--- src/rtl/spi_pkg.sv ---
// ---------------------------------------------------------------------------
// spi_pkg
// Shared constants and types for the team's 16-bit SPI master and the
// receive-side slave. Holds the frame width, the SCLK half-period the master
// produces (in system clocks), the receive idle timeout and the receiver
// state encoding.
// ---------------------------------------------------------------------------
package spi_pkg;

   // Frame length in bits used by both master and slave.
   localparam int SPI_FRAME_W    = 16;

   // System clocks per SCLK phase generated by the master (2 high, 2 low).
   localparam int SPI_SCLK_HALF  = 2;

   // Clocks without an SCLK rising edge, mid-frame, before a partial frame
   // is dropped. Must exceed the SCLK period (2 * SPI_SCLK_HALF).
   localparam int SPI_RX_TIMEOUT = 16;

   // Receiver states: IDLE has no bits in hand, SHIFT holds a partial frame.
   typedef enum logic {
      RX_IDLE  = 1'b0,
      RX_SHIFT = 1'b1
   } rx_state_t;

endpackage : spi_pkg

--- src/rtl/spi_sync_edge.sv ---
// ---------------------------------------------------------------------------
// spi_sync_edge
// Two-flop synchroniser for a small bus of asynchronous inputs, plus a
// previous-value flop on bit 0 that yields a single-cycle rising-edge strobe.
// Every bit passes through the same two flops, so bits that arrive together
// stay mutually aligned after synchronisation.
//
// Ports:
//   clk      system clock
//   rst      synchronous active-high reset, clears all flops
//   i_d      asynchronous inputs (bit 0 is the edge-detected signal)
//   o_level  synchronised levels
//   o_rise   one-cycle strobe on a synchronised 0->1 transition of bit 0
// ---------------------------------------------------------------------------
module spi_sync_edge #(
   parameter int W = 1
) (
   input  logic         clk,
   input  logic         rst,
   input  logic [W-1:0] i_d,
   output logic [W-1:0] o_level,
   output logic         o_rise
);

   logic [W-1:0] r_meta;
   logic [W-1:0] r_sync;
   logic         r_prev;

   // Two-stage synchroniser for the whole bus, followed by a delayed copy of
   // bit 0 so a rising edge can be seen as "now high, previously low".
   always_ff @(posedge clk) begin
      if (rst) begin
         r_meta <= '0;
         r_sync <= '0;
         r_prev <= 1'b0;
      end else begin
         r_meta <= i_d;
         r_sync <= r_meta;
         r_prev <= r_sync[0];
      end
   end

   // Only rising edges matter to the receiver; falling edges are ignored.
   assign o_level = r_sync;
   assign o_rise  = r_sync[0] & ~r_prev;

endmodule : spi_sync_edge

--- src/rtl/spi_slave_rx.sv ---
// ---------------------------------------------------------------------------
// spi_slave_rx
// Receive side of the team's SPI link. Over-samples SCLK/DIN in the system
// clock domain and assembles DATA_W-bit MSB-first frames. There is no chip
// select: frames are delimited by the bit count, and a partial frame is
// dropped if SCLK stays quiet for TIMEOUT clocks.
//
// Ports:
//   clk         system clock
//   rst         synchronous active-high reset
//   SCLK        serial clock, idles low, asynchronous to clk
//   DIN         serial data, sampled on SCLK rising edge
//   data_out    last completed frame, MSB = first bit received
//   data_valid  one-cycle strobe when data_out updates
//   busy        high while a frame is partially received
//   frame_err   one-cycle strobe when a partial frame is dropped by timeout
// ---------------------------------------------------------------------------
module spi_slave_rx
   import spi_pkg::*;
#(
   parameter int DATA_W  = SPI_FRAME_W,
   parameter int TIMEOUT = SPI_RX_TIMEOUT
) (
   input  logic              clk,
   input  logic              rst,
   input  logic              SCLK,
   input  logic              DIN,
   output logic [DATA_W-1:0] data_out,
   output logic              data_valid,
   output logic              busy,
   output logic              frame_err
);

   localparam int CNT_W  = $clog2(DATA_W + 1);
   localparam int IDLE_W = $clog2(TIMEOUT + 1);

   localparam logic [CNT_W-1:0]  BIT_LAST  = CNT_W'(DATA_W - 1);
   localparam logic [CNT_W-1:0]  BIT_SAT   = CNT_W'(DATA_W);
   localparam logic [IDLE_W-1:0] IDLE_LAST = IDLE_W'(TIMEOUT - 1);
   localparam logic [IDLE_W-1:0] IDLE_SAT  = IDLE_W'(TIMEOUT);

   rx_state_t         r_state;
   rx_state_t         w_nextState;
   logic [CNT_W-1:0]  r_bitCnt;
   logic [IDLE_W-1:0] r_idleCnt;
   logic [DATA_W-1:0] r_shift;

   logic [1:0]        w_syncLevel;
   logic              w_rise;
   logic              w_din;
   logic              w_unusedSclkLevel;
   logic              w_busy;
   logic              w_complete;
   logic              w_timeout;

   // SCLK and DIN share one synchroniser so the sampled data bit lines up
   // with the SCLK edge that qualifies it. Bit 0 carries SCLK for edge
   // detection; the synced SCLK level itself is not needed downstream.
   spi_sync_edge #(
      .W (2)
   ) u_sync (
      .clk     (clk),
      .rst     (rst),
      .i_d     ({DIN, SCLK}),
      .o_level (w_syncLevel),
      .o_rise  (w_rise)
   );

   assign w_din             = w_syncLevel[1];
   assign w_unusedSclkLevel = w_syncLevel[0];

   // State register: IDLE means no bits in hand, SHIFT means a partial frame.
   always_ff @(posedge clk) begin
      if (rst) begin
         r_state <= RX_IDLE;
      end else begin
         r_state <= w_nextState;
      end
   end

   // Next-state logic. The first rising edge opens a frame; the last bit or
   // an idle timeout closes it. A rise on the timeout cycle suppresses the
   // timeout, so the frame carries on.
   always_comb begin
      w_nextState = r_state;
      case (r_state)
         RX_IDLE: begin
            if (w_rise) begin
               w_nextState = RX_SHIFT;
            end
         end
         RX_SHIFT: begin
            if (w_complete || w_timeout) begin
               w_nextState = RX_IDLE;
            end
         end
         default: begin
            w_nextState = RX_IDLE;
         end
      endcase
   end

   // Output/strobe decode. Completion and timeout are qualified by SHIFT so
   // neither can fire from IDLE, and timeout is masked by a simultaneous rise.
   always_comb begin
      w_busy     = (r_state == RX_SHIFT);
      w_complete = w_rise && (r_state == RX_SHIFT) && (r_bitCnt == BIT_LAST);
      w_timeout  = !w_rise && (r_state == RX_SHIFT) && (r_idleCnt == IDLE_LAST);
   end

   // Datapath: shift register, bit and idle counters, output registers.
   // Counters saturate rather than wrap; in normal operation the bit counter
   // is cleared before reaching DATA_W and the idle counter before TIMEOUT.
   // A timeout clears the partial frame but leaves data_out alone.
   always_ff @(posedge clk) begin
      if (rst) begin
         r_shift    <= '0;
         r_bitCnt   <= '0;
         r_idleCnt  <= '0;
         data_out   <= '0;
         data_valid <= 1'b0;
         frame_err  <= 1'b0;
      end else begin
         data_valid <= w_complete;
         frame_err  <= w_timeout;
         if (w_rise) begin
            r_shift   <= {r_shift[DATA_W-2:0], w_din};
            r_idleCnt <= '0;
            if (w_complete) begin
               r_bitCnt <= '0;
               data_out <= {r_shift[DATA_W-2:0], w_din};
            end else if (r_bitCnt != BIT_SAT) begin
               r_bitCnt <= r_bitCnt + 1'b1;
            end
         end else if (w_timeout) begin
            r_shift   <= '0;
            r_bitCnt  <= '0;
            r_idleCnt <= '0;
         end else if (r_state == RX_SHIFT) begin
            if (r_idleCnt != IDLE_SAT) begin
               r_idleCnt <= r_idleCnt + 1'b1;
            end
         end else begin
            r_idleCnt <= '0;
         end
      end
   end

   assign busy = w_busy;

endmodule : spi_slave_rx

--- config.mk ---
export PLATFORM = sky130hd
export DESIGN_NAME = spi_slave_rx
export DESIGN_NICKNAME = d
export VERILOG_FILES = /design/src/rtl/spi_pkg.sv /design/src/rtl/spi_sync_edge.sv /design/src/rtl/spi_slave_rx.sv
export SDC_FILE = /design/constraint.sdc
export NUM_CORES = 1
export LEC_CHECK = 0
export CAP_MARGIN = 20
export CORE_AREA = 2 2 48 84
export CTS_BUF_LIST = sky130_fd_sc_hd__clkbuf_8
export DETAILED_ROUTE_END_ITERATION = 12
export DIE_AREA = 0 0 50 86
export GPL_ROUTABILITY_DRIVEN = 0
export PLACE_DENSITY_LB_ADDON = 0.12
export SYNTH_ARGS = -nofsm -noshare
export SYNTH_HDL_FRONTEND = slang
export SYNTH_SLANG_ARGS = --single-unit
--- constraint.sdc ---
create_clock -name clk -period 2.02 [get_ports clk]
set_clock_uncertainty 0.05 [all_clocks]
set_input_delay 0.404 -clock clk [delete_from_list [all_inputs] [get_ports clk]]
set_output_delay 0.404 -clock clk [all_outputs]
set_load 0.02 [all_outputs]
==> flow_summary.toml, run 1 <==
[floorplanning]
num_io_pins = 23
start_util = 0.502
die_area_sq_um = 4300
rows = 29
die_w_microns = 50
core_sq_um = 3590
die_h_microns = 86

[timing]
finalHoldViolCount = 0
tightest_slew_ns = 0.581
period_needed_ns = 1.87
slew_viol_final = 0
relSlewSlack = 0.610
max_freq_ghz = 0.533
fin_crit_sh = 0.928
setup-violations-final = 0
worst_slack_ns = 0.145
grt_setup_unrepaired = "no"

[clock_network]
cts_setup_buffers = 0
cts_made_buffers = 5
cts.clk_slew.worst_paths_ns = 0.09
clock_latency_ns = 0.31
clockBufferDepth = 2
htree_num_levels = 2
cts_tree = "built"
cts.sinks = 49
cts-resized-gates = 1
cts-root-buf = "clkbuf_8"
cts_hold_buf = 0

[flow_run]
drv_cap = 0

[place]
port_buffers = 22
dp_slack_ns = -0.0122
post-dp-hpwl_microns = 2290
dpl_cell_area_sq_um = 2060

[yosys]
yosysSeqAreaShare = 0.544
synth_edf_count = 0
netlist_area_sq_um = 1800
synth_top_area_share = 0.544
synth_flop_cell = "dfxtp_1"
yosys.area.top_type = "dfxtp_1"
ys_top_cells_by_area = "dfxtp_1, a22oi_1, a22o_2, nor2_1, ha_1"
ys_ff_latch = 49
syn-num-nets = 179
netlist_instances = 170
async_reset_ff_frac = 0
yosys_warnings = 0
synthDistinctLibCells = 37
syn_area_per_cell_sq_um = 10.6

[setup_path]
required_ns = 2.21
crit_start = "r_idleCnt[1]"
max_stage_delay_ns = 0.58
cp.arrival_ns = 2.06
crit_top_cell = "ha_1"
critPathCaptureType = "register"
critPathLaunchType = "register"
rr_startpoint = "r_idleCnt[1]"
path_max_fanout = 5
crit_path_top_delay_cell = "or4b_4"
crit_type = "register to register"
path_cells = "ha_1 > and3_1 > ha_1 > or4b_4 > nor3_1"

[power_and_ir_drop]
vdd_ir_drop_max_mv = 0.656
power_density_nw_per_um2 = 798
power.leakage_nw = 0.801

[hold_path]
min-delay-start = "u_sync.r_meta[0]"
hold_path.class = "register to register"

[finish]
n_fill_cell = 315
area_growth_pct = 21.2
fin_area_sq_um = 2180
post-route-util = 0.608
drive_gt1_frac = 0.144
antenna_cells = 0
finalNetCount = 203

[grt]
use_met2 = 0.295
grt_pass1_vias = 1328
grt_busiest_layer = "met2"
grt_first_pass_wirelength_microns = 5590
overflow = 0
grt_max_degree = 30
met3_usage = 0.0488
grt_use_total = 0.172
antenna_found_initial = 0
met1_usage = 0.180

[status]
outcome = "complete, no violations"

[routing]
drc = 0
drtIter0Drc = 19
ant_nets = 0
routed-via-count = 1295
drtPass1Iterations = 4
via_per_inst = 5.37
routed_wl_microns = 3280
post_drt_wl_per_cell_microns = 13.6
## cells in the mapped netlist (all sizes together), types with 2 or more instances
master,number
nor2b,6
xnor2,2
nand2,3
nand3b,2
and3,2
clkbuf,3
a22o,16
a21oi,7
nor3,2
dfxtp,49
o21ai,3
and2,2
ha,5
buf,6
nand3,6
a22oi,15
nor2,21
inv,7
## cell families (layout without fill, tap and decap cells)
| group | Yosys count | after routing | synth area share |
|---|---|---|---|
| simple gates | 52 | 52 | 0.164 |
| flops | 49 | 49 | 0.544 |
| mux | 1 | 1 | 0.00556 |
| fa+ha+maj | 5 | 5 | 0.0347 |
| xor+xnor | 3 | 3 | 0.0146 |
| buf+inv | 16 | 41 | 0.0396 |
| compound gates | 44 | 44 | 0.197 |
## critical path, delay by kind of cell, from the launching register on
family / cells / cell delay [ns]
fa+ha+maj: 2 / 0.43
flops: 1 / 0.35
simple gates: 3 / 0.98
## metal layers
metal  vias to the layer above  part of all wire
met4                         0             0.027
met3                         8             0.030
met2                        22              0.52
met5                         -                 0
met1                       612              0.42
li1                        653                 -
## final cells by class
cell class / count / area [sq um] / share of cell area
inverter: 7 / 26.3 / 0.0120
clock buffer: 5 / 68.8 / 0.0315
timing repair buffer: 26 / 250 / 0.115
sequential: 49 / 981 / 0.449
tap: 46 / 57.6 / 0.0264
clock inverter: 3 / 46.3 / 0.0212
multi-input combinational: 105 / 753 / 0.345
## path summary, 6_finish.rpt
path              slack [ns]  depth (start not counted)                 to
hold reg to reg         0.41                          1  u_sync.o_level[0]
setup / recovery        0.15                          5       r_idleCnt[2]
hold / removal          0.41                          1  u_sync.o_level[0]
setup reg to reg        0.15                          5       r_idleCnt[2]
## cells in the final DEF, fill, tap and decap left out, types with 3 or more instances in the layout
cell type         n
a21oi_1           6
a22o_1            7
a22o_2            9
a22oi_1          15
buf_4             4
clkbuf_8          5
clkdlybuf4s50_1  22
dfxtp_1          49
ha_1              5
inv_1             7
nand2_1           3
nand3_1           6
nor2_1           21
nor2b_1           6
o21ai_0           3
## where the power goes
part           switching, mW  internal, mW  total (mW)
Combinational         0.0372        0.0217      0.0588
Clock                  0.335         0.370       0.705
Sequential           0.00566         0.973       0.978
Total                  0.378          1.36        1.74
## state kept, by name (all words and copies together) (netlist names), 2 cells and up
register,flops
data_out,16
r_bitCnt,5
r_idleCnt,5
r_shift,15
u_sync.o_level,2
u_sync.r_meta,2
## through the flow
stage	power, mW	setup TNS, ns	std cells	hold WS, ns
after detailed placement	1.06	-0.0122	233	0.395
after floorplan	1.04	0	170	0.364
after global placement	1.06	0	233	0.372
after CTS	1.76	0	241	0.408
after global routing	1.81	0	241	0.418
final	1.74	0	241	0.406
Power figures use the tool's default switching activity.
==> inputs of run 2 (changes only) <==
--- a/config.mk
+++ b/config.mk
@@ -8,6 +8,7 @@
 export CAP_MARGIN = 20
 export CORE_AREA = 2 2 48 84
 export CTS_BUF_LIST = sky130_fd_sc_hd__clkbuf_8
+export CTS_CLUSTER_SIZE = 25
 export DETAILED_ROUTE_END_ITERATION = 12
 export DIE_AREA = 0 0 50 86
 export GPL_ROUTABILITY_DRIVEN = 0
==> results of run 2 <==
No change in the layout: final DEF, timing and power equal those of run 1.
